File: src/rtl/cnna_pkg.sv
// Shared types for the cnna buffer streaming blocks: read-engine states and FIFO depth.
package cnna_pkg;

  typedef enum logic [1:0] {
    IDLE  = 2'd0,
    RUN   = 2'd1,
    DRAIN = 2'd2
  } rd_state_t;

  localparam int RD_FIFO_DEPTH = 2;

endpackage

File: src/rtl/rd_skid_fifo.sv
// Two-entry register FIFO: zero-latency head, push/pop in the same cycle, synchronous flush.
// Push into a full FIFO and pop from an empty one are ignored; the owner's credit logic prevents both.
module rd_skid_fifo
  import cnna_pkg::*;
#(
  parameter int WIDTH = 32
) (
  input  logic             I_clk,
  input  logic             I_rst_n,
  input  logic             I_push,
  input  logic [WIDTH-1:0] I_push_dat,
  input  logic             I_pop,
  input  logic             I_flush,
  output logic [1:0]       O_count,
  output logic [WIDTH-1:0] O_head
);

  logic [WIDTH-1:0] r_mem [RD_FIFO_DEPTH];
  logic             r_wptr;
  logic             r_rptr;
  logic [1:0]       r_count;
  logic             w_push;
  logic             w_pop;

  assign w_pop  = I_pop && (r_count != 2'd0);
  assign w_push = I_push && ((r_count != 2'd2) || w_pop);

  always_ff @(posedge I_clk or negedge I_rst_n) begin
    if (!I_rst_n) begin
      r_mem[0] <= '0;
      r_mem[1] <= '0;
      r_wptr   <= 1'b0;
      r_rptr   <= 1'b0;
      r_count  <= 2'd0;
    end else if (I_flush) begin
      r_wptr  <= 1'b0;
      r_rptr  <= 1'b0;
      r_count <= 2'd0;
    end else begin
      if (w_push) begin
        r_mem[r_wptr] <= I_push_dat;
        r_wptr        <= ~r_wptr;
      end
      if (w_pop) begin
        r_rptr <= ~r_rptr;
      end
      r_count <= r_count + {1'b0, w_push} - {1'b0, w_pop};
    end
  end

  assign O_count = r_count;
  assign O_head  = r_mem[r_rptr];

endmodule

File: src/rtl/spram_rd_stream.sv
// Streams a contiguous spram address range out as valid/ready beats, hiding the 1-cycle read latency.
// Optional RD_STREAM_LAST_EN adds O_last, flagging the final beat of each transfer.
module spram_rd_stream
  import cnna_pkg::*;
#(
  parameter int ASIZE = 10,
  parameter int DSIZE = 32,
  parameter int LSIZE = ASIZE + 1
) (
  input  logic             I_clk,
  input  logic             I_rst_n,
  input  logic             I_start,
  input  logic [ASIZE-1:0] I_base,
  input  logic [LSIZE-1:0] I_len,
  input  logic             I_abort,
  output logic             O_busy,
  output logic             O_done,
  output logic             O_ram_en,
  output logic [ASIZE-1:0] O_ram_addr,
  input  logic [DSIZE-1:0] I_ram_data,
  output logic             O_valid,
  output logic [DSIZE-1:0] O_data,
`ifdef RD_STREAM_LAST_EN
  output logic             O_last,
`endif
  input  logic             I_ready
);

`ifdef RD_STREAM_LAST_EN
  localparam int FW = DSIZE + 1;
`else
  localparam int FW = DSIZE;
`endif

  rd_state_t        r_state;
  logic [ASIZE-1:0] r_addr;
  logic [LSIZE-1:0] r_remain;
  logic             r_inflight;
  logic             r_done;
  logic [1:0]       w_count;
  logic [FW-1:0]    w_head;
  logic [FW-1:0]    w_push_dat;
  logic             w_valid;
  logic             w_pop;
  logic [2:0]       w_occ_after;
  logic             w_issue;

  assign w_valid = (w_count != 2'd0);
  assign w_pop   = w_valid && I_ready;

  // Words that will be buffered or in flight after this cycle's pop; an issue needs one free slot.
  assign w_occ_after = {1'b0, w_count} + {2'b0, r_inflight} - {2'b0, w_pop};
  assign w_issue     = (r_state == RUN) && (r_remain != '0) && (w_occ_after < 3'd2) && !I_abort;

`ifdef RD_STREAM_LAST_EN
  logic r_inflight_last;

  always_ff @(posedge I_clk or negedge I_rst_n) begin
    if (!I_rst_n) begin
      r_inflight_last <= 1'b0;
    end else begin
      r_inflight_last <= w_issue && (r_remain == LSIZE'(1));
    end
  end

  assign w_push_dat = {r_inflight_last, I_ram_data};
  assign O_last     = w_valid && w_head[DSIZE];
`else
  assign w_push_dat = I_ram_data;
`endif

  rd_skid_fifo #(.WIDTH(FW)) u_fifo (
    .I_clk      (I_clk),
    .I_rst_n    (I_rst_n),
    .I_push     (r_inflight),
    .I_push_dat (w_push_dat),
    .I_pop      (w_pop),
    .I_flush    (I_abort),
    .O_count    (w_count),
    .O_head     (w_head)
  );

  always_ff @(posedge I_clk or negedge I_rst_n) begin
    if (!I_rst_n) begin
      r_state    <= IDLE;
      r_addr     <= '0;
      r_remain   <= '0;
      r_inflight <= 1'b0;
      r_done     <= 1'b0;
    end else begin
      r_done     <= 1'b0;
      r_inflight <= w_issue;
      if (w_issue) begin
        r_addr   <= r_addr + 1'b1;
        r_remain <= r_remain - 1'b1;
      end
      if (I_abort) begin
        r_state <= IDLE;
      end else begin
        case (r_state)
          IDLE: begin
            if (I_start) begin
              r_addr   <= I_base;
              r_remain <= I_len;
              if (I_len == '0) begin
                r_done <= 1'b1;
              end else begin
                r_state <= RUN;
              end
            end
          end
          RUN: begin
            if (w_issue && (r_remain == LSIZE'(1))) begin
              r_state <= DRAIN;
            end
          end
          DRAIN: begin
            // Finish on the edge that retires the last buffered word.
            if (!r_inflight && ((w_count == 2'd0) || ((w_count == 2'd1) && w_pop))) begin
              r_state <= IDLE;
              r_done  <= 1'b1;
            end
          end
          default: r_state <= IDLE;
        endcase
      end
    end
  end

  assign O_busy     = (r_state != IDLE);
  assign O_done     = r_done;
  assign O_ram_en   = w_issue;
  assign O_ram_addr = r_addr;
  assign O_valid    = w_valid;
  assign O_data     = w_head[DSIZE-1:0];

endmodule

File: config.mk
export PLATFORM = sky130hd
export DESIGN_NAME = spram_rd_stream
export DESIGN_NICKNAME = d
export VERILOG_FILES = /design/src/rtl/cnna_pkg.sv /design/src/rtl/rd_skid_fifo.sv /design/src/rtl/spram_rd_stream.sv
export SDC_FILE = /design/constraint.sdc
export NUM_CORES = 1
export LEC_CHECK = 0
export ABC_AREA = 1
export CORE_MARGIN = 1
export CORE_UTILIZATION = 35
export CTS_CLUSTER_SIZE = 16
export DETAILED_ROUTE_END_ITERATION = 12
export GPL_TIMING_DRIVEN = 0
export PLACE_DENSITY_LB_ADDON = 0.12
export SYNTH_ARGS = -nofsm -noshare
export SYNTH_HDL_FRONTEND = slang
export SYNTH_HIERARCHICAL = 1
export SYNTH_SLANG_ARGS = --single-unit
File: constraint.sdc
create_clock -name I_clk -period 3.8 [get_ports I_clk]
set_clock_uncertainty 0.1 [all_clocks]
set_input_delay 0.38 -clock I_clk [delete_from_list [all_inputs] [get_ports I_clk]]
set_output_delay 0.38 -clock I_clk [all_outputs]
set_load 0.005 [all_outputs]
* Word-level counts from Yosys, hierarchy flattened
Cells that the tools add are included.
** Word-level totals
- Register bits :: 93
- Input bits :: 58
- Output and inout bits :: 46
- Word-level logic and storage cells :: 88
** Operators by class
- $add $sub $neg :: 6
- Order comparisons :: 4
- Equal/unequal tests :: 9
- Mux-type cells :: 30
- Bitwise operators :: 5
- Reduce and logical (&&, ||, !) cells :: 24
** Operator list (count)
- 32-bit 2-to-1 mux :: 4
- 64-bit bitwise mux :: 1
- 11-bit 2-to-1 mux :: 4
- 10-bit 2-to-1 mux :: 4
- 32-bit demux with 1-bit select :: 1
- 2-bit 2-to-1 mux :: 6
- 11-bit by 1-bit equality test with 1-bit output (second input constant) :: 1
- 11-bit logical NOT :: 1
- 11-bit nonzero test :: 1
- 11-bit by 1-bit subtractor with 11-bit output (second input constant) :: 1
- 10-bit by 1-bit adder with 10-bit output (second input constant) :: 1
- 1-bit logical AND :: 10
- 3-bit != test (second input constant) :: 3
- 1-bit 2-to-1 mux :: 8
- 2-bit nonzero test :: 4
- 2-bit case mux with 3 select lines :: 1
- 2-bit by 1-bit equality test with 1-bit output (second input constant) :: 2
- 2-bit >= comparator (second input constant) :: 2
- 2-bit logical NOT :: 2
- 1-bit NOT with 2-bit output :: 2
- 4-bit AND reduction :: 1
- 2-bit by 1-bit adder with 3-bit output :: 1
- 3-bit by 2-bit less-than comparator with 1-bit output (second input constant) :: 1
- 3-bit by 2-bit != test with 1-bit output (second input constant) :: 1
- 11 further kinds :: 15

* Logic depth before layout (Yosys ltp)
Gate-level depths: netlist of the first run.
- Word-level depth :: 10
- Mapped depth :: 16
- Depth with buffers taken out :: 15

* Cells and area by module
The synthesis of the first run kept the hierarchy.
** By module, submodules not included
- rd_skid_fifo :: instances 1, cells each 420, area each 3283.1 µm², seq. area each 1701.6 µm²
- spram_rd_stream :: instances 1, cells each 275, area each 1805.5 µm², seq. area each 625.6 µm²

* Least setup slack after synthesis of the first run
Ideal clock, no wire load.
- Path type :: register to output
- Start :: register u_fifo.r_count[1], in the netlist u_fifo/O_count[1]
- End :: output O_ram_en
- Data arrival time :: 2.312 ns
- Data required time :: 3.320 ns
- Setup slack :: 1.008 ns
- Stages on the path, launching flop included :: 11
- Buffers on the path :: 1
- Path through :: dfrtp_1 -> inv_1 -> a21oi_1 -> ha_1 -> or2_2 -> fa_1 -> nand3_1 -> nor2_1 -> nand2_2 -> inv_2 -> buf_6
** On the way
- Cells in the longest elaborated chain, start to end :: 6
- Elaborated cells on any way between the ends :: 7
- Those cells by class :: 2 x add/sub; 1 x order compare; 4 x reduce/logical
** RTL lines
- start: declaration :: RTL line rd_skid_fifo.sv:21 : logic [1:0] r_count;
- start signal: assignment :: RTL line rd_skid_fifo.sv:47 : r_count <= r_count + {1'b0, w_push} - {1'b0, w_pop};
- 2-bit nonzero test :: RTL line spram_rd_stream.sv:48 : assign w_valid = (w_count != 2'd0);
- 1-bit logical AND :: RTL line spram_rd_stream.sv:49 : assign w_pop = w_valid && I_ready;
- named net w_pop :: RTL line spram_rd_stream.sv:44 : logic w_pop;
- 3-bit by 1-bit subtractor with 3-bit output :: RTL line spram_rd_stream.sv:52 : assign w_occ_after = {1'b0, w_count} + {2'b0, r_inflight} - {2'b0, w_pop};
- 3-bit by 2-bit less-than comparator with 1-bit output :: RTL line spram_rd_stream.sv:53 : assign w_issue = (r_state == RUN) && (r_remain != '0) && (w_occ_after < 3'd2) && !I_abort;
- 1-bit logical AND (2 in series) :: RTL line spram_rd_stream.sv:53
- end: declaration :: RTL line spram_rd_stream.sv:18 : output logic O_ram_en,
The timed path passes the listed nets, and every way through them passes these cells.

* Worst setup path in the final report of the first run
- Start :: input I_ready
- End :: output O_ram_en
** On the way
- Cells in the longest elaborated chain, start to end :: 5
** RTL lines
- start: declaration :: RTL line spram_rd_stream.sv:26 : input logic I_ready
- 1-bit logical AND :: RTL line spram_rd_stream.sv:49
- named net w_pop :: RTL line spram_rd_stream.sv:44
- 3-bit by 1-bit subtractor with 3-bit output :: RTL line spram_rd_stream.sv:52
- 3-bit by 2-bit less-than comparator with 1-bit output :: RTL line spram_rd_stream.sv:53
- 1-bit logical AND (2 in series) :: RTL line spram_rd_stream.sv:53
The timed path passes the listed nets, and every way through them passes these cells.

==> impl_results.md, run 1 <==
* Result of the run: complete, no violations
* Time the final worst path needs with I/O delays and setup at 3.65 ns
* Slowest cell delay on critical path at 0.51 ns
* Number of placed cells counting well taps at 979
* Clock edge transition at the registers on the reported setup and hold paths at 0.07 ns
* Via density at 4.91
* First-pass GRT wire length at 23300 um
* Headroom to the max-slew limit at 56.2%
* Area added between synthesis and finish at 32.8%
* Proportion of synthesized chip area in sequential cells at 45.7%
* Tcrit/Tclk final at 96.1%
* Category of the worst setup path capture point: output port
* Post-route ant nets at 0
* CTS tree: yes
* Data arrival, critical path at 3.17 ns
* Met2 layer usage reported by global route at 31.9%
* Initial antenna violation count at 0
* Row cnt at 43
* Fillers at around 1400
* Pin count of the biggest net entering global routing at just under 70
* Port Buf Inserts at slightly above 100
* Layout cells sized above 1 at 9.61%
* Fmax achieved at 274 MHz
* Clock buffer depth at 2
* CTS Sinks at 93
* DRC violation count after routing at 0
* Worst path cell trace: clkdlybuf4s50_1, inv_1, a21oi_2, ha_1, or2_2, fa_1, nand3_1, nor2_2, nand2_2, inv_2, buf_8, clkdlybuf4s50_1
* Pins over their slew limit at 0
* TritonCTS Buffers at 9
* Unique masters post-synth at 30
* Count of synthesis-stage warnings from yosys at 6
* ANT cells at 0
* Detailed-route wire length per cell at roughly 14 um
* Share of Yosys cell area claimed by the top area cell type at 45.7%
* Gate count after technology mapping at about 700
* Fraction of synthesis flops using an asynchronous set or reset pin at 100%
* Post-detail-place hpwl at 10200 um
* Average instance area after synthesis at 7.32 um^2
* Data required time at the worst endpoint at 3.32 ns
* Remaining Overflow, GRT at 0
* Clk root buf: clkbuf_16
* EDFF count, synth at 0
* Slew at the pin with the worst max-slew slack at 0.657 ns
* Highest net fanout along the worst path at 11
* Combined global-route utilization of all metal layers at about a fifth
* Area of the mapped netlist at about 5000 um^2
* Total via count after detailed routing at about 4900
* Net total in the final layout at roughly 880
* First-pass DRT Iterations at 5
* Number of global-route vias before repair at roughly 4700
* Critical Path Source Type: input pin
* Worst setup path class: input pin to output port
* Slowest cell on the critical path: clkdlybuf4s50_1
* Die Span Y at 123 um
* Largest area contributor in the synthesized netlist: dfrtp_1
* Leakage at 0.00347 uW
* Cell types with the largest area share after synthesis: dfrtp_1 46%, nand2_1 24%, nand4_1 8.4%, inv_1 3.4%, buf_2 2.8%
* MaxCap Viol Count at 0
* Kind of path behind the tightest hold check: flip-flop to flip-flop
* Commonest cells in the netlist: 324 x nand2_1, 93 x dfrtp_1, 68 x nand4_1, 46 x inv_1, 32 x nor2_1
* Number of top-level pins at 104
* Total power divided by cell area at roughly 690 nW/um^2
* Horizontal die dimension at 123 um
* Most common cell in the netlist: nand2_1
* Final count of hold timing violations at 0
* H-tree depth reported by CTS at 3
* Busiest layer in global routing: met2
* Effective utilization at floorplan at 36.2%
* Global routing met1 resource utilization at 28.2%
* Latest clock arrival within the worst-skew pair at 0.35 ns
* Most instantiated flip-flop cell in the synthesis netlist: dfrtp_1
* Final Non-Filler Cells at 1002
* Worst hold slack across all endpoints at 0.373 ns
* Met3 GRT Util at 2.83%
* Final setup vio count at 0
* RSZ-0062 raised after global routing: false
* Worst IR drop on VDD at 243 uV
* Area enclosed by the die boundary at around 15000 um^2
* Wire length after detailed routing at 14400 um
* Flip-flop and latch count after synthesis at 93
* Synthesized netlist net count at 760
* Placeable core area at 14000 um^2
* 1st-iter DRT viols at 309
* Most Frequent Cell on Critical Path: clkdlybuf4s50_1
* Routability Congestion at 0.847
-- sequential cells by signal, indices dropped and copies added, names as in the netlist --
signal,cells
O_done,1
O_ram_addr,10
r_inflight,1
r_remain,11
r_state,2
u_fifo/O_count,2
u_fifo/r_mem,64
u_fifo/r_rptr,1
u_fifo/r_wptr,1
-- kinds of logic after synthesis --
| kind of cell | after synthesis | share of synthesized area, % |
|---|---|---|
| xor+xnor | 10 | 1.72 |
| fa+ha+maj | 7 | 1.87 |
| flops | 93 | 45.7 |
| simple gates | 469 | 40.0 |
| compound gates | 26 | 2.68 |
| buf+inv | 90 | 7.99 |
-- power by group --
part           switching (uW)  internal, uW
sequential                322          1410
clock                     395           553
combinational            1020           963
-- timing repair --
item | 4_1_cts | 5_1_grt
hold buffers | 1 | 0
setup endpoints to repair | 1 | 1
pin swaps | 0 | 2
hold endpoints to repair | 26 | 0
gates resized for setup | 3 | 1
setup buffers | 1 | 5
-- metrics by stage --
| step | total power [uW] | cell area [um^2] | util, % | setup slack, ns | TNS (ns) |
|---|---|---|---|---|---|
| 4_1_cts | 4680 | 6710 | 47.8 | 0.0156 | 0 |
| 5_1_grt | 5050 | 6760 | 48.1 | 0.0104 | 0 |
| 3_5_place_dp | 3700 | 6370 | 45.4 | -0.127 | -0.127 |
| 2_1_floorplan | 2810 | 5090 | - | 1.01 | 0 |
| 6_report | 4660 | 6760 | 48.1 | 0.147 | 0 |
| 3_3_place_gp | 3650 | 6340 | 45.2 | -1.46 | -135.34 |
-- layout make-up --
class	count	area (um^2)	area share (%)
Buffer	40	223	3.30
Clock inverter	5	66.3	0.982
Multi-Input combinational cell	512	2360	35.0
Timing Repair Buffer	111	1110	16.4
Sequential cell	93	2330	34.5
Tap cell	180	225	3.33
Clock buffer	11	253	3.74
Inverter	50	188	2.78
-- layout by cell type, fill, tap and decap left out, types with 2 or more instances in the layout --
master / instances
nand3_1: 26
clkbuf_1: 5
nand3_2: 3
dfrtp_1: 92
inv_1: 46
o21ai_0: 3
inv_2: 4
xnor2_1: 2
buf_2: 28
nor2_1: 31
clkbuf_8: 2
nor2_2: 3
nor3_1: 3
nand3b_1: 2
clkinv_4: 2
nand2_2: 2
ha_1: 6
nor2_4: 3
a21oi_1: 4
nand2_1: 324
xor2_1: 8
clkbuf_16: 9
clkdlybuf4s50_1: 102
nand4_1: 68
o21ai_1: 15
buf_4: 11
or2_2: 3
-- routing by layer --
layer | routed length [um] | up-vias | part of all wire (%)
li1 | - | 2469 | -
met1 | 6950 | 2306 | 48
met2 | 6490 | 126 | 45
met3 | 678 | 14 | 4.7
met4 | 255 | 0 | 1.8
met5 | 0 | - | 0
-- worst max-delay path, delay by kind of cell --
family	cells	cell delay, ns
buf+inv	5	1.30
simple gates	4	0.65
fa+ha+maj	2	0.73
compound gates	1	0.12
-- path summary, 6_finish.rpt --
kind	start	endpoint	slack (ns)	cells past startpoint
min in group asynchronous	I_rst_n	u_fifo/r_mem[53]	0.40	2
worst max-delay path	I_ready	O_ram_en	0.15	12
worst min-delay path	u_fifo/r_mem[23]	u_fifo/r_mem[23]	0.37	2
worst min register to register	u_fifo/r_mem[23]	u_fifo/r_mem[23]	0.37	2
worst max register to register	u_fifo/O_count[0]	r_remain[0]	0.96	14
max in group asynchronous	I_rst_n	u_fifo/O_count[1]	2.53	3
Note: power is estimated with default switching activity, not from simulation.
==> run 2, diff against run 1 <==
--- a/config.mk
+++ b/config.mk
@@ -7,12 +7,11 @@
 export LEC_CHECK = 0
 export ABC_AREA = 1
 export CORE_MARGIN = 1
-export CORE_UTILIZATION = 35
+export CORE_UTILIZATION = 51
 export CTS_CLUSTER_SIZE = 16
 export DETAILED_ROUTE_END_ITERATION = 12
 export GPL_TIMING_DRIVEN = 0
 export PLACE_DENSITY_LB_ADDON = 0.12
 export SYNTH_ARGS = -nofsm -noshare
 export SYNTH_HDL_FRONTEND = slang
-export SYNTH_HIERARCHICAL = 1
 export SYNTH_SLANG_ARGS = --single-unit
==> impl_results.md, run 2 <==
* Met3 GRT Util at 3.34% (was 2.83%)
* Row cnt at 35 (was 43)
* Final count of hold timing violations at 0 (unchanged)
* Wire length after detailed routing at 11200 um (was 14400 um)
* Fraction of synthesis flops using an asynchronous set or reset pin at 100% (unchanged)
* Kind of path behind the tightest hold check: flip-flop to flip-flop (unchanged)
* Pin count of the biggest net entering global routing at 48 (was 68)
* Synthesized netlist net count at 705 (was 760)
* Cell class contributing the biggest share of worst-path delay: buffers and inverters (unchanged)
* Register with the most flip-flops: u_fifo.r_mem (was u_fifo/r_mem)
* Net total in the final layout at 823 (was 882)
* Category of the worst setup path capture point: output port (unchanged)
* Cell types with the largest area share after synthesis: dfrtp_1 47%, nand2_1 20%, inv_1 5.6%, o21ai_2 4.1%, o21ai_1 3.3% (was dfrtp_1 46%, nand2_1 24%, nand4_1 8.4%, inv_1 3.4%, buf_2 2.8%)
* Post-route ant nets at 0 (unchanged)
* Critical Path Source Type: flip-flop (was input pin)
* Most instantiated flip-flop cell in the synthesis netlist: dfrtp_1 (unchanged)
* Most common cell in the netlist: nand2_1 (unchanged)
* Largest area contributor in the synthesized netlist: dfrtp_1 (unchanged)
* Clk root buf: clkbuf_8 (was clkbuf_16)
* CTS Sinks at 93 (unchanged)
* Flip-flop and latch count after synthesis at 93 (unchanged)
* Worst path cell trace: inv_1, nand2_2, nand2_2, inv_1, ha_1, inv_1, nand2_1, fa_1, nand3_1, nor2_2, nand2_2, inv_4, buf_8, clkdlybuf4s50_1 (was clkdlybuf4s50_1, inv_1, a21oi_2, ha_1, or2_2, fa_1, nand3_1, nor2_2, nand2_2, inv_2, buf_8, clkdlybuf4s50_1)
* Number of top-level pins at 104 (unchanged)
* 1st-iter DRT viols at 170 (was 309)
* Initial antenna violation count at 0 (unchanged)
* Global routing met1 resource utilization at 29.8% (was 28.2%)
* Via density at 4.95 (was 4.91)
* Total via count after detailed routing at 4413 (was 4915)
* Seq pwr share at 39.6% (was 37.2%)
* Latest clock arrival within the worst-skew pair at 0.35 ns (about the same)
* Detailed-route wire length per cell at 12.6 um (was 14.3 um)
* Routability Congestion at 0.822 (was 0.847)
* Port Buf Inserts at 103 (unchanged)
* Highest net fanout along the worst path at 11 (unchanged)
* Area added between synthesis and finish at 29.3% (was 32.8%)
* Leading cell type in the layout, fill and taps excluded: nand2_1 (unchanged)
* First-pass DRT Iterations at 5 (unchanged)
* Flip-flop count of the largest register after layout at 64 (unchanged)
* TritonCTS Buffers at 9 (unchanged)
* Count of cells along the worst hold path at 2 (unchanged)
* Remaining Overflow, GRT at 0 (unchanged)
* Unique masters post-synth at 31 (was 30)
* Leakage at 0.00326 uW (was 0.00347 uW)
* First-pass GRT wire length at 19000 um (was 23300 um)
* Proportion of synthesized chip area in sequential cells at 47.4% (was 45.7%)
* Area enclosed by the die boundary at 10000 um^2 (was 15000 um^2)
* Critical path buffer and inverter count at 6 (was 5)
* Horizontal die dimension at 100 um (was 123 um)
* Result of the run: complete, no violations (unchanged)
* Final setup vio count at 0 (unchanged)
* Source of the worst hold timing path: u_fifo.r_mem[52] (was u_fifo/r_mem[23])
* Number of global-route vias before repair at 4274 (was 4667)
* Gate count after technology mapping at 640 (was 695)
* Fillers at 790 (was 1388)
* Internal power consumption at 2720 uW (was 2920 uW)
* Reg-to-reg slack, setup at 0.91 ns (was 0.96 ns)
* Worst reg2reg path depth at 17 (was 14)
* Worst setup path class: flip-flop to output port (was input pin to output port)
* Clock edge transition at the registers on the reported setup and hold paths at 0.09 ns (was 0.07 ns)
* DRC violation count after routing at 0 (unchanged)
* Final Non-Filler Cells at 892 (was 1002)
* Worst flop-to-flop path endpoint: O_ram_addr[7] (was r_remain[0])
* MaxCap Viol Count at 0 (unchanged)
* Time the final worst path needs with I/O delays and setup at 3.64 ns (was 3.65 ns)
* Overall power after layout at 4400 uW (was 4660 uW)
* H-tree depth reported by CTS at 3 (unchanged)
* Busiest layer in global routing: met2 (unchanged)
* Worst setup margin at 0.158 ns (was 0.147 ns)
* Net load switching power at 1680 uW (was 1730 uW)
* Placement Setup Slack at 0.231 ns (was -0.127 ns)
* Total power divided by cell area at 693 nW/um^2 (was 690 nW/um^2)
* Tcrit/Tclk final at 95.8% (was 96.1%)
* Data required time at the worst endpoint at 3.32 ns (about the same)
* Met2 layer usage reported by global route at 42.4% (was 31.9%)
* Post-detail-place hpwl at 8200 um (was 10200 um)
* Number of placed cells counting well taps at 873 (was 979)
* Slowest cell delay on critical path at 0.51 ns (about the same)
* Worst reg2reg startpoint: u_fifo.O_count[1] (was u_fifo/O_count[0])
* Share of Yosys cell area claimed by the top area cell type at 47.4% (was 45.7%)
* Worst Hold End: u_fifo.r_mem[52] (was u_fifo/r_mem[23])
* Clock power frac at 14.0% (was 20.3%)
* Placeable core area at 9280 um^2 (was 14000 um^2)
* Commonest cells in the netlist: 260 x nand2_1, 93 x dfrtp_1, 73 x inv_1, 32 x nor2_1, 32 x o21ai_1 (was 324 x nand2_1, 93 x dfrtp_1, 68 x nand4_1, 46 x inv_1, 32 x nor2_1)
* Headroom to the max-slew limit at 58.2% (was 56.2%)
* EDFF count, synth at 0 (unchanged)
* Effective utilization at floorplan at 52.9% (was 36.2%)
* Pins over their slew limit at 0 (unchanged)
* Data arrival, critical path at 3.16 ns (was 3.17 ns)
* Worst hold slack across all endpoints at 0.389 ns (was 0.373 ns)
* Post-route core utilization at 68.3% (was 48.1%)
* CTS tree: yes (unchanged)
* Switching Share at 38.1% (was 37.2%)
* Combinational fraction of design power at 46.5% (was 42.5%)
* Area of the mapped netlist at 4910 um^2 (was 5090 um^2)
* Worst IR drop on VDD at 400 uV (was 243 uV)
* Most frequent cells in the layout: 260 x nand2_1, 102 x clkdlybuf4s50_1, 92 x dfrtp_1 (was 324 x nand2_1, 102 x clkdlybuf4s50_1, 92 x dfrtp_1)
* Fmax achieved at 275 MHz (was 274 MHz)
* Average instance area after synthesis at 7.67 um^2 (was 7.32 um^2)
* Combined global-route utilization of all metal layers at 23.9% (was 20.4%)
* Slew at the pin with the worst max-slew slack at 0.627 ns (was 0.657 ns)
* Slowest cell on the critical path: clkdlybuf4s50_1 (unchanged)
* ANT cells at 0 (unchanged)
* Clock buffer depth at 2 (unchanged)
* Count of synthesis-stage warnings from yosys at 0 (was 6)
* Die Span Y at 100 um (was 123 um)
* Layout cells sized above 1 at 11.1% (was 9.61%)
## run 2: cell count changes in the layout (fill, tap and decap cells not counted), moves of 17 or more
cell	previous run	this run
inv_1	46	72
o21ai_1	15	32
nand4_1	68	7
nand2_1	324	260
o21ai_2	0	23
buf_2	28	5
## run 2: cells by family after synthesis
group	after synthesis	share of synthesized area [%]
simple gates	349	29.5
buf+inv	103	9.41
flops	93	47.4
fa+ha+maj	7	1.94
xor+xnor	13	2.32
compound gates	75	9.43
## run 2: per-layer routing
metal | share of wire [%] | up-vias
met3 | 4.8 | 11
met5 | 0 | -
met1 | 44 | 2071
met2 | 51 | 127
met4 | 1.0 | 0
li1 | - | 2204
## run 2: metrics by stage
| step | cell area, um^2 | setup TNS [ns] |
|---|---|---|
| global placement | 6100 | -106.90 |
| global route | 6340 | -0.0219 |
| detailed placement | 6120 | 0 |
| floorplan | 4910 | 0 |
| finish | 6340 | 0 |
| CTS | 6320 | 0 |
## run 2: cell type report
class / instances / area [um^2] / area share (%)
buffer: 27 / 181 / 2.86
clock buffer: 10 / 128 / 2.01
clock inverter: 6 / 55.1 / 0.868
inverter: 76 / 290 / 4.58
multi-input combinational: 444 / 2120 / 33.4
sequential: 93 / 2330 / 36.7
tap: 129 / 161 / 2.54
timing repair buffer: 107 / 1080 / 17.0
## run 2: timing repair
item | 4_1_cts | 5_1_grt
gates resized for setup | 0 | 5
setup buffers | 0 | 2
hold endpoints to repair | 46 | 0
hold buffers | 1 | 0
endpoints found under the setup margin | 0 | 1
## run 2: power by group through the flow
stage                     clock network [uW]  registers, uW  logic (uW)
after floorplan                            0           1690        1200
after global placement                     0           1730        1950
after detailed placement                   0           1750        2030
after CTS                                637           1730        2040
after global routing                     675           1800        2310
final                                    615           1740        2040
## run 2: how the worst max path moves through the flow
stage                      startpoint             to  depth (start not counted)
floorplan           u_fifo.O_count[1]       O_ram_en                         13
global placement              I_rst_n  O_ram_addr[5]                          1
detailed placement            I_ready       O_ram_en                         13
CTS                 u_fifo.O_count[1]       O_ram_en                         14
global route        u_fifo.O_count[1]       O_ram_en                         14
finish              u_fifo.O_count[1]       O_ram_en                         14
## run 2: worst min-delay path, delay by kind of cell, from the launching register on
family	cells	cell delay (ns)
flops	1	0.35
simple gates	1	0.06
compound gates	1	0.05
==> run 3, diff against run 2 <==
--- a/config.mk
+++ b/config.mk
@@ -6,7 +6,6 @@
 export NUM_CORES = 1
 export LEC_CHECK = 0
 export ABC_AREA = 1
-export CORE_MARGIN = 1
 export CORE_UTILIZATION = 51
 export CTS_CLUSTER_SIZE = 16
 export DETAILED_ROUTE_END_ITERATION = 12
==> results of run 3 <==
Final layout, timing and power as in run 2 (identical DEF).
